`config.mk`:
```
export PLATFORM = sky130hd
export DESIGN_NAME = fetch_pair_sequencer
export DESIGN_NICKNAME = d
export VERILOG_FILES = /design/src/rtl/fetch_pair_sequencer.sv
export SDC_FILE = /design/constraint.sdc
export NUM_CORES = 1
export LEC_CHECK = 0
export ABC_AREA = 1
export ABC_CLOCK_PERIOD_IN_PS = 4500
export CAP_MARGIN = 20
export CORE_UTILIZATION = 30
export DETAILED_ROUTE_END_ITERATION = 16
export HOLD_SLACK_MARGIN = 0.02
export PLACE_DENSITY = 0.6
export SETUP_SLACK_MARGIN = 0.3
export SLEW_MARGIN = 5
export SYNTH_ARGS = -nofsm -noshare
export SYNTH_HDL_FRONTEND = slang
export SYNTH_SLANG_ARGS = --single-unit
```
`constraint.sdc`:
```
create_clock -name clk -period 4.5 [get_ports clk]
set_input_delay 1.35 -clock clk [delete_from_list [all_inputs] [get_ports clk]]
set_output_delay 1.35 -clock clk [all_outputs]
set_load 0.1 [all_outputs]
```
`src/rtl/fetch_pair_sequencer.sv`:
```
// fetch_pair_sequencer
//   Owns the fetch PC for the dual-issue front end. It issues aligned 8-byte
//   pair reads to instruction memory and buffers the returned pairs in a small
//   queue. The queue head is presented to dual decode over valid/ready.
//   An unloaded memory word marks end of program: fetch drains, then reports
//   finish. A branch redirect flushes the queue and any read in flight.
//
// Ports
//   clk, rst_n         clock, asynchronous active-low reset
//   start              begin fetching at START_PC (accepted in IDLE/DONE)
//   redirect_valid/pc  branch/jump redirect; target is aligned down to 4
//   imem_req/addr      pair read request; addr = byte address of slot 0
//   imem_rdata/rvalid  pair data {word@addr, word@addr+4} and per-word loaded
//                      flags; both arrive one cycle after imem_req
//   out_valid/ready    decode handshake for the queue head
//   out_instr1/2       slot 0 / slot 1 instruction (instr2 is 0 if mask is 01)
//   out_mask/pc        valid slots (11 or 01), byte address of slot 0
//   finish             sticky program-complete flag
//   busy               high while fetching or draining
//   perf_instr_cnt     instructions handed to decode (FETCH_PERF_EN)
//   perf_stall_cnt     cycles the head waited on decode (FETCH_PERF_EN)
//
// Build option: define FETCH_PERF_EN to get the saturating perf counters.
// When it is not defined, the perf ports are tied to 0.
module fetch_pair_sequencer #(
    parameter int          PC_W     = 8,
    parameter int          DEPTH    = 2,
    parameter int unsigned START_PC = 0
) (
    input  logic            clk,
    input  logic            rst_n,
    input  logic            start,
    input  logic            redirect_valid,
    input  logic [PC_W-1:0] redirect_pc,
    output logic            imem_req,
    output logic [PC_W-1:0] imem_addr,
    input  logic [63:0]     imem_rdata,
    input  logic [1:0]      imem_rvalid,
    output logic            out_valid,
    input  logic            out_ready,
    output logic [31:0]     out_instr1,
    output logic [31:0]     out_instr2,
    output logic [1:0]      out_mask,
    output logic [PC_W-1:0] out_pc,
    output logic            finish,
    output logic            busy,
    output logic [15:0]     perf_instr_cnt,
    output logic [15:0]     perf_stall_cnt
);
    localparam int AW = $clog2(DEPTH);
    localparam int CW = AW + 1;
    localparam logic [PC_W-1:0] START_ALIGNED = PC_W'(START_PC) & ~PC_W'(3);

    typedef enum logic [1:0] {S_IDLE, S_RUN, S_DRAIN, S_DONE} state_t;

    state_t          r_state, w_state_nxt;
    logic [PC_W-1:0] r_pc;
    logic [PC_W-1:0] r_inf_pc;     // slot-0 address of the read in flight
    logic            r_inflight;   // a read was issued last cycle
    logic [AW-1:0]   r_wptr, r_rptr;
    logic [CW-1:0]   r_cnt;

    logic [31:0]     r_q_i1   [DEPTH];
    logic [31:0]     r_q_i2   [DEPTH];
    logic [1:0]      r_q_mask [DEPTH];
    logic [PC_W-1:0] r_q_pc   [DEPTH];

    logic w_rsp, w_enq, w_stop, w_deq, w_start_acc, w_room;

    // Occupancy counts reads in flight so an issued read always has a slot
    // when it returns; this uses only registered state, so out_ready never
    // reaches imem_req combinationally.
    assign w_room      = (int'(r_cnt) + int'(r_inflight)) < DEPTH;
    assign imem_req    = (r_state == S_RUN) && !redirect_valid && w_room;
    assign imem_addr   = imem_req ? r_pc : '0;

    // Responses count only while still in RUN; redirect kills the one in flight.
    assign w_rsp       = r_inflight && (r_state == S_RUN) && !redirect_valid;
    assign w_enq       = w_rsp && imem_rvalid[0];
    assign w_stop      = w_rsp && (imem_rvalid != 2'b11);
    assign w_deq       = out_valid && out_ready && !redirect_valid;
    assign w_start_acc = start && !redirect_valid &&
                         ((r_state == S_IDLE) || (r_state == S_DONE));

    always_comb begin
        w_state_nxt = r_state;
        if (redirect_valid) begin
            w_state_nxt = S_RUN;
        end else begin
            case (r_state)
                S_IDLE:  if (start) w_state_nxt = S_RUN;
                S_RUN:   if (w_stop) w_state_nxt = S_DRAIN;
                S_DRAIN: if ((r_cnt == '0) && !r_inflight) w_state_nxt = S_DONE;
                S_DONE:  if (start) w_state_nxt = S_RUN;
                default: w_state_nxt = S_IDLE;
            endcase
        end
    end

    always_ff @(posedge clk or negedge rst_n) begin
        if (!rst_n) r_state <= S_IDLE;
        else        r_state <= w_state_nxt;
    end

    always_ff @(posedge clk or negedge rst_n) begin
        if (!rst_n) begin
            r_pc       <= START_ALIGNED;
            r_inf_pc   <= '0;
            r_inflight <= 1'b0;
            r_wptr     <= '0;
            r_rptr     <= '0;
            r_cnt      <= '0;
        end else begin
            r_inflight <= imem_req;
            if (imem_req) begin
                r_inf_pc <= r_pc;
                r_pc     <= r_pc + PC_W'(8);
            end
            if (redirect_valid) begin
                r_pc       <= redirect_pc & ~PC_W'(3);
                r_inflight <= 1'b0;
                r_wptr     <= '0;
                r_rptr     <= '0;
                r_cnt      <= '0;
            end else begin
                if (w_start_acc) r_pc <= START_ALIGNED;
                if (w_enq) r_wptr <= r_wptr + AW'(1);
                if (w_deq) r_rptr <= r_rptr + AW'(1);
                case ({w_enq, w_deq})
                    2'b10:   r_cnt <= r_cnt + CW'(1);
                    2'b01:   r_cnt <= r_cnt - CW'(1);
                    default: r_cnt <= r_cnt;
                endcase
            end
        end
    end

    // Queue storage needs no reset: out_* are gated by out_valid.
    always_ff @(posedge clk) begin
        if (w_enq) begin
            r_q_i1[r_wptr]   <= imem_rdata[63:32];
            r_q_i2[r_wptr]   <= imem_rvalid[1] ? imem_rdata[31:0] : 32'h0;
            r_q_mask[r_wptr] <= imem_rvalid[1] ? 2'b11 : 2'b01;
            r_q_pc[r_wptr]   <= r_inf_pc;
        end
    end

    assign out_valid  = (r_cnt != '0);
    assign out_instr1 = out_valid ? r_q_i1[r_rptr]   : '0;
    assign out_instr2 = out_valid ? r_q_i2[r_rptr]   : '0;
    assign out_mask   = out_valid ? r_q_mask[r_rptr] : '0;
    assign out_pc     = out_valid ? r_q_pc[r_rptr]   : '0;
    assign finish     = (r_state == S_DONE);
    assign busy       = (r_state == S_RUN) || (r_state == S_DRAIN);

`ifdef FETCH_PERF_EN
    logic [15:0] r_perf_instr, r_perf_stall;
    logic [16:0] w_instr_sum;

    assign w_instr_sum = {1'b0, r_perf_instr} + ((out_mask == 2'b11) ? 17'd2 : 17'd1);

    always_ff @(posedge clk or negedge rst_n) begin
        if (!rst_n) begin
            r_perf_instr <= '0;
            r_perf_stall <= '0;
        end else if (w_start_acc) begin
            r_perf_instr <= '0;
            r_perf_stall <= '0;
        end else begin
            if (out_valid && out_ready)
                r_perf_instr <= w_instr_sum[16] ? 16'hFFFF : w_instr_sum[15:0];
            if (out_valid && !out_ready && (r_perf_stall != 16'hFFFF))
                r_perf_stall <= r_perf_stall + 16'd1;
        end
    end

    assign perf_instr_cnt = r_perf_instr;
    assign perf_stall_cnt = r_perf_stall;
`else
    assign perf_instr_cnt = '0;
    assign perf_stall_cnt = '0;
`endif

endmodule

```
# Word level (Yosys, flattened, before mapping)
# Memory sizes are Yosys's and may differ from the RTL's.
# Cells that the tools add are included.
dict set report totals {
  word_cells 75
  mem_bits_rw 148
  register_bits 23
  mem_count 4
  output_inout_bits 118
  inputBits 79
}
# name words width read_ports rd_ports_with_merged_regs write_ports line_no
set mem_list {}
lappend mem_list {r_q_i1 2 32 1 0 1 63} ;# logic [31:0] r_q_i1 [DEPTH];
lappend mem_list {r_q_i2 2 32 1 0 1 64} ;# logic [31:0] r_q_i2 [DEPTH];
lappend mem_list {r_q_pc 2 8 1 0 1 66} ;# logic [PC_W-1:0] r_q_pc [DEPTH];
lappend mem_list {r_q_mask 2 2 1 0 1 65} ;# logic [1:0] r_q_mask [DEPTH];
dict set report op_classes {
  n_eq_ne 9
  reduce_logical 24
  addsub 6
  muxes 24
  n_lt_le_gt_ge 1
}
# cell n
set ops {}
lappend ops {{2-to-1 mux 32 bit} 3}
lappend ops {{2-to-1 mux 8 bit} 5}
lappend ops {{2-to-1 mux 2 bit} 7}
lappend ops {{logical AND 1 bit} 11}
lappend ops {{adder 8 x 4 -> 8 bit (second input constant)} 1}
lappend ops {{2-to-1 mux 1 bit} 7}
lappend ops {{== test 2 bit (second input constant)} 3}
lappend ops {{!= test 3 bit (second input constant)} 2}
lappend ops {{one-hot mux 2 bit (3 select lines)} 1}
lappend ops {{nonzero test 2 bit} 3}
lappend ops {{nonzero test 3 bit} 2}
lappend ops {{== test 2 x 1 -> 1 bit (second input constant)} 2}
lappend ops {{zero test 2 bit} 2}
lappend ops {{one-hot mux 2 bit (2 select lines)} 1}
lappend ops {{adder 2 x 1 -> 3 bit} 1}
lappend ops {{< comparator 3 x 2 -> 1 bit (second input constant)} 1}
lappend ops {{!= test 3 x 1 -> 1 bit (second input constant)} 1}
lappend ops {{AND reduction 3 bit} 1}
lappend ops {{adder 1 bit (second input constant)} 2}
lappend ops {{adder 2 x 1 -> 2 bit (second input constant)} 1}
lappend ops {{zero test 1 bit} 2}
lappend ops {{logical OR 1 bit} 2}
lappend ops {{!= test 2 bit (second input constant)} 1}
lappend ops {{OR reduction 2 bit} 1}
lappend ops {{subtractor 2 x 1 -> 2 bit (second input constant)} 1}

# Logic depth before layout (Yosys ltp)
dict set report depth {
  ltp_word 7
  depth_mapped 11
  mapped_depth_nobuf 11
}

# Worst setup path before layout
# Ideal clock, no wire load.
dict set report synth_timing {
  kind {input port to flip-flop}
  from {in redirect_valid}
  to {mem r_q_i1[0][0] (enable)}
  arrival_ps 4565
  path_buffers 0
  setup_ps 501
  required_ps 3999
  cell_stages 3
  setup_slack_ps -566
  path_cell_list {nor2_2 nand2_1 nor2_1}
}
dict set report synth_between {
  elab_chain_len 5
}
# item line_no
set synth_rtl {}
lappend synth_rtl {{from (decl)} 33} ;# input logic redirect_valid,
lappend synth_rtl {{zero test 1 bit} 78} ;# assign w_rsp = r_inflight && (r_state == S_RUN) && !redirect_valid;
lappend synth_rtl {{logical AND 1 bit} 78}
lappend synth_rtl {{logical AND 1 bit} 79} ;# assign w_enq = w_rsp && imem_rvalid[0];
lappend synth_rtl {{2-to-1 mux 1 bit} 140} ;# if (w_enq) begin
lappend synth_rtl {{2-to-1 mux 1 bit (implied by the code)} 141} ;# r_q_i1[r_wptr] <= imem_rdata[63:32];
lappend synth_rtl {{to (decl)} 63}
# Every way passes these cells.

# Worst setup path after layout
dict set report layout_timing {
  from {in redirect_valid}
  to {out imem_addr[4]}
}
dict set report layout_between {
  elab_chain_len 4
}
# item line_no
set layout_rtl {}
lappend layout_rtl {{zero test 1 bit} 74} ;# assign imem_req = (r_state == S_RUN) && !redirect_valid && w_room;
lappend layout_rtl {{logical AND 1 bit (2 in a row)} 74}
lappend layout_rtl {{2-to-1 mux 8 bit} 75} ;# assign imem_addr = imem_req ? r_pc : '0;
lappend layout_rtl {{to (decl)} 36} ;# output logic [PC_W-1:0] imem_addr,
# Every way passes these cells.

==> summary.txt <==
Run status
  • Status: finished clean

STA
  • Min Tclk post-route: 4.06 ns
  • Endpoints failing setup: 0
  • Final hold violations: 0
  • Tcrit/Tclk final: 90.2%
  • Achievable Freq: 0.246 GHz
  • RSZ-0062 raised after global routing: false
  • Hold WS: 0.483 ns
  • Final worst slack: roughly 0.44 ns
  • Worst rel slew slack: 35.8%
  • Final number of max-transition violations: 0
  • Clock Skew: 0.0128 ns
  • Worst-Margin Slew: around 0.96 ns
  • Final setup TNS: 0 ns

Flow run
  • Max-Cap Viols: 0

Clocking
  • Post-CTS Setup Bufs: 0
  • Skew-Pair Late Insertion Delay: 0.42 ns
  • Num CTS Buffers: 17
  • CTS HTree Levels: 4
  • Worst-path clk slew: 0.06 ns
  • CTS tree: built
  • Clock sink total: 161
  • Post_cts resized: 0
  • Maximum buffer depth of the clock tree: 2
  • Hold buffers post-CTS: 0
  • Root Buffer Master: clkbuf_16

Die
  • Die X-Extent: 154 um
  • Die height: 154 um
  • CORE AREA: about 23000 um2
  • Die area: 23600 um2
  • Starting Density: 30.5%
  • IO Count: between 150 and 200
  • Row count: 55

Yosys
  • Seq cells post-synth: 161
  • Post-synthesis cell count: between 600 and 700
  • YS warnings: 0
  • Syn Area/Cell: 11.0 um2
  • Top-count cell post-synth: nand2_1
  • Synthesized area: 6900 um2
  • Top_reg_cell synth: edfxtp_1
  • Synth top cells by count: nand2_1, edfxtp_1, a21oi_1
  • Distinct cells, synth: 29
  • Synth async-reset ratio: 11.8%
  • Synth top area cells: edfxtp_1, nand2_1, dfrtp_1
  • Sequential share of the synthesized area: 68.7%
  • Leading area contributor after synthesis: edfxtp_1
  • Number of synthesized flops with an enable pin: 142
  • Share of the synthesized area in the top cell type: ~62%

Pwr
  • Leakage power: 4.05 nW
  • Comb power frac: 30.2%
  • Int Pwr: 0.00304 W
  • Pwr/cell area: 464 nW/um2
  • Clock power share: 31.2%
  • Switching Fraction: 35.3%
  • Flop pwr share: about two fifths
  • Design Power: 0.00470 W
  • VDD IR max: 427 uV
  • Switch Pwr: around 0.0017 W

Drt
  • Final wirelength: 15.4 mm
  • Drt pass-1 iters: 6
  • DRC viols: 0
  • Post-route ant nets: 0
  • Drt first-iter violations: between 150 and 200
  • Via Count: 4692
  • Drt wl/cell: around 14 um
  • Vias per cell: around 4.3

Global route
  • Largest net degree at the start of global routing: 40
  • First-pass GRT wire length: ~24 mm
  • Vias in the first global route: 4461
  • Antenna violations before repair: 1
  • Total global-route track usage: 13.4%
  • Total grt overflow: 0

Critical path
  • CP max-delay cell: clkdlybuf4s50_1
  • Crit start category: input pin
  • Critical Path RT: 3.15 ns
  • Critical-path cell list: clkdlybuf4s50_1 -> nor2_2 -> nand3_1 -> buf_4 -> nor2_2 -> buf_12
  • CP peak stage delay: about 0.44 ns
  • CP endpoint kind: output port
  • Crit path kind: in -> out
  • Worst path most repeated cell: nor2_2
  • Critical path's top delay family: buffers and inverters
  • WP buf/inv: 3
  • CP arrival: roughly 2.7 ns
  • Crit Path Max Fanout: 19

Placement
  • Setup WS pre-CTS: ~0.43 ns
  • Hpwl dp: 9.81 mm
  • Port Buffers: 158
  • GP Congestion: 0.785

Layout
  • Nets@finish: 866
  • Final core utilization: 44.9%
  • Area occupied by registers: 4740 um2
  • Share of post-route cells with drive strength above 1: between 10% and 20%
  • Multi-input logic area: 1680 um2
  • Filler cells: a little over 2000
  • Area Overhead vs Synth: 46.8%

Worst hold path
  • HP Class: reg -> reg
final timing paths:
path,endpoint,start,depth (start not counted),slack (ns)
worst max-delay path,imem_addr[4],redirect_valid,6,0.44
worst min-delay path,r_q_pc[0][5],r_inf_pc[5],0,0.48
worst max register to register,r_q_i1[0][22],r_state[1],7,2.29
worst min register to register,r_q_pc[0][5],r_inf_pc[5],0,0.48
max in group asynchronous,r_rptr,rst_n,1,2.49
min in group asynchronous,r_state[1],rst_n,1,1.41
power groups by stage:
stage	Sequential [W]	Combinational (W)	Clock [W]
after floorplan	0.00182	0.00101	0
after global placement	0.00183	0.00143	0
after detailed placement	0.00184	0.00143	0
after CTS	0.00181	0.00143	0.00151
after global routing	0.00182	0.00150	0.00157
final	0.00181	0.00142	0.00147
area by class of cell:
class                      count  area share [%]
timing repair buffer         171            24.8
clock buffer                  23            5.14
sequential                   161            46.8
inverter                      55            2.11
antenna                        1          0.0247
multi-input combinational    377            16.6
clock inverter                 9           0.927
tap                          285            3.52
placed cells by master, fill, tap and decap left out, types with 2 or more instances in the layout:
| cell type | n |
|---|---|
| a21oi_1 | 73 |
| a22oi_1 | 2 |
| buf_12 | 83 |
| buf_4 | 11 |
| clkbuf_16 | 19 |
| clkbuf_8 | 3 |
| clkdlybuf4s50_1 | 77 |
| clkinv_4 | 5 |
| clkinvlp_4 | 3 |
| conb_1 | 36 |
| dfrtp_1 | 18 |
| edfxtp_1 | 142 |
| ha_1 | 4 |
| inv_1 | 49 |
| inv_2 | 4 |
| nand2_1 | 216 |
| nand3_1 | 10 |
| nor2_1 | 3 |
| nor2_2 | 6 |
| nor2_4 | 3 |
| o21ai_0 | 5 |
| o21ai_1 | 7 |
| xor2_1 | 2 |
per-layer routing:
metal  GRT usage [%]  part of all wire (%)  up-vias
met5               0                     0        -
met2            23.3                    51      132
met4            4.00                  0.99        0
li1                -                     -     2317
met1            16.0                    43     2230
met3            4.00                   4.9       13
stage by stage:
stage / instances / area, um2
finish: 1082 / 10100
global route: 1081 / 10100
CTS: 1081 / 10100
detailed placement: 1049 / 9510
global placement: 1049 / 9510
floorplan: 660 / 7050
registers in the layout, summed over array words and instances, names as in the netlist:
name	count
r_q_i1	64
r_q_i2	64
r_q_pc	12
r_inf_pc	6
r_pc	6
r_cnt	2
r_q_mask	2
r_state	2
r_inflight	1
r_rptr	1
r_wptr	1
cells by family (layout without fill, tap and decap cells):
group,after synthesis,after routing,share of synthesized area (%)
AND/OR/NAND/NOR,244,244,14.0
AO/OA/AOI/OAI,91,91,6.97
buffers and inverters,122,258,9.27
other,1,37,0.0544
flip-flops,161,161,68.7
XOR/XNOR,2,2,0.254
adder cells (fa/ha/maj),4,4,0.726
(Power assumes the default switching activity.)
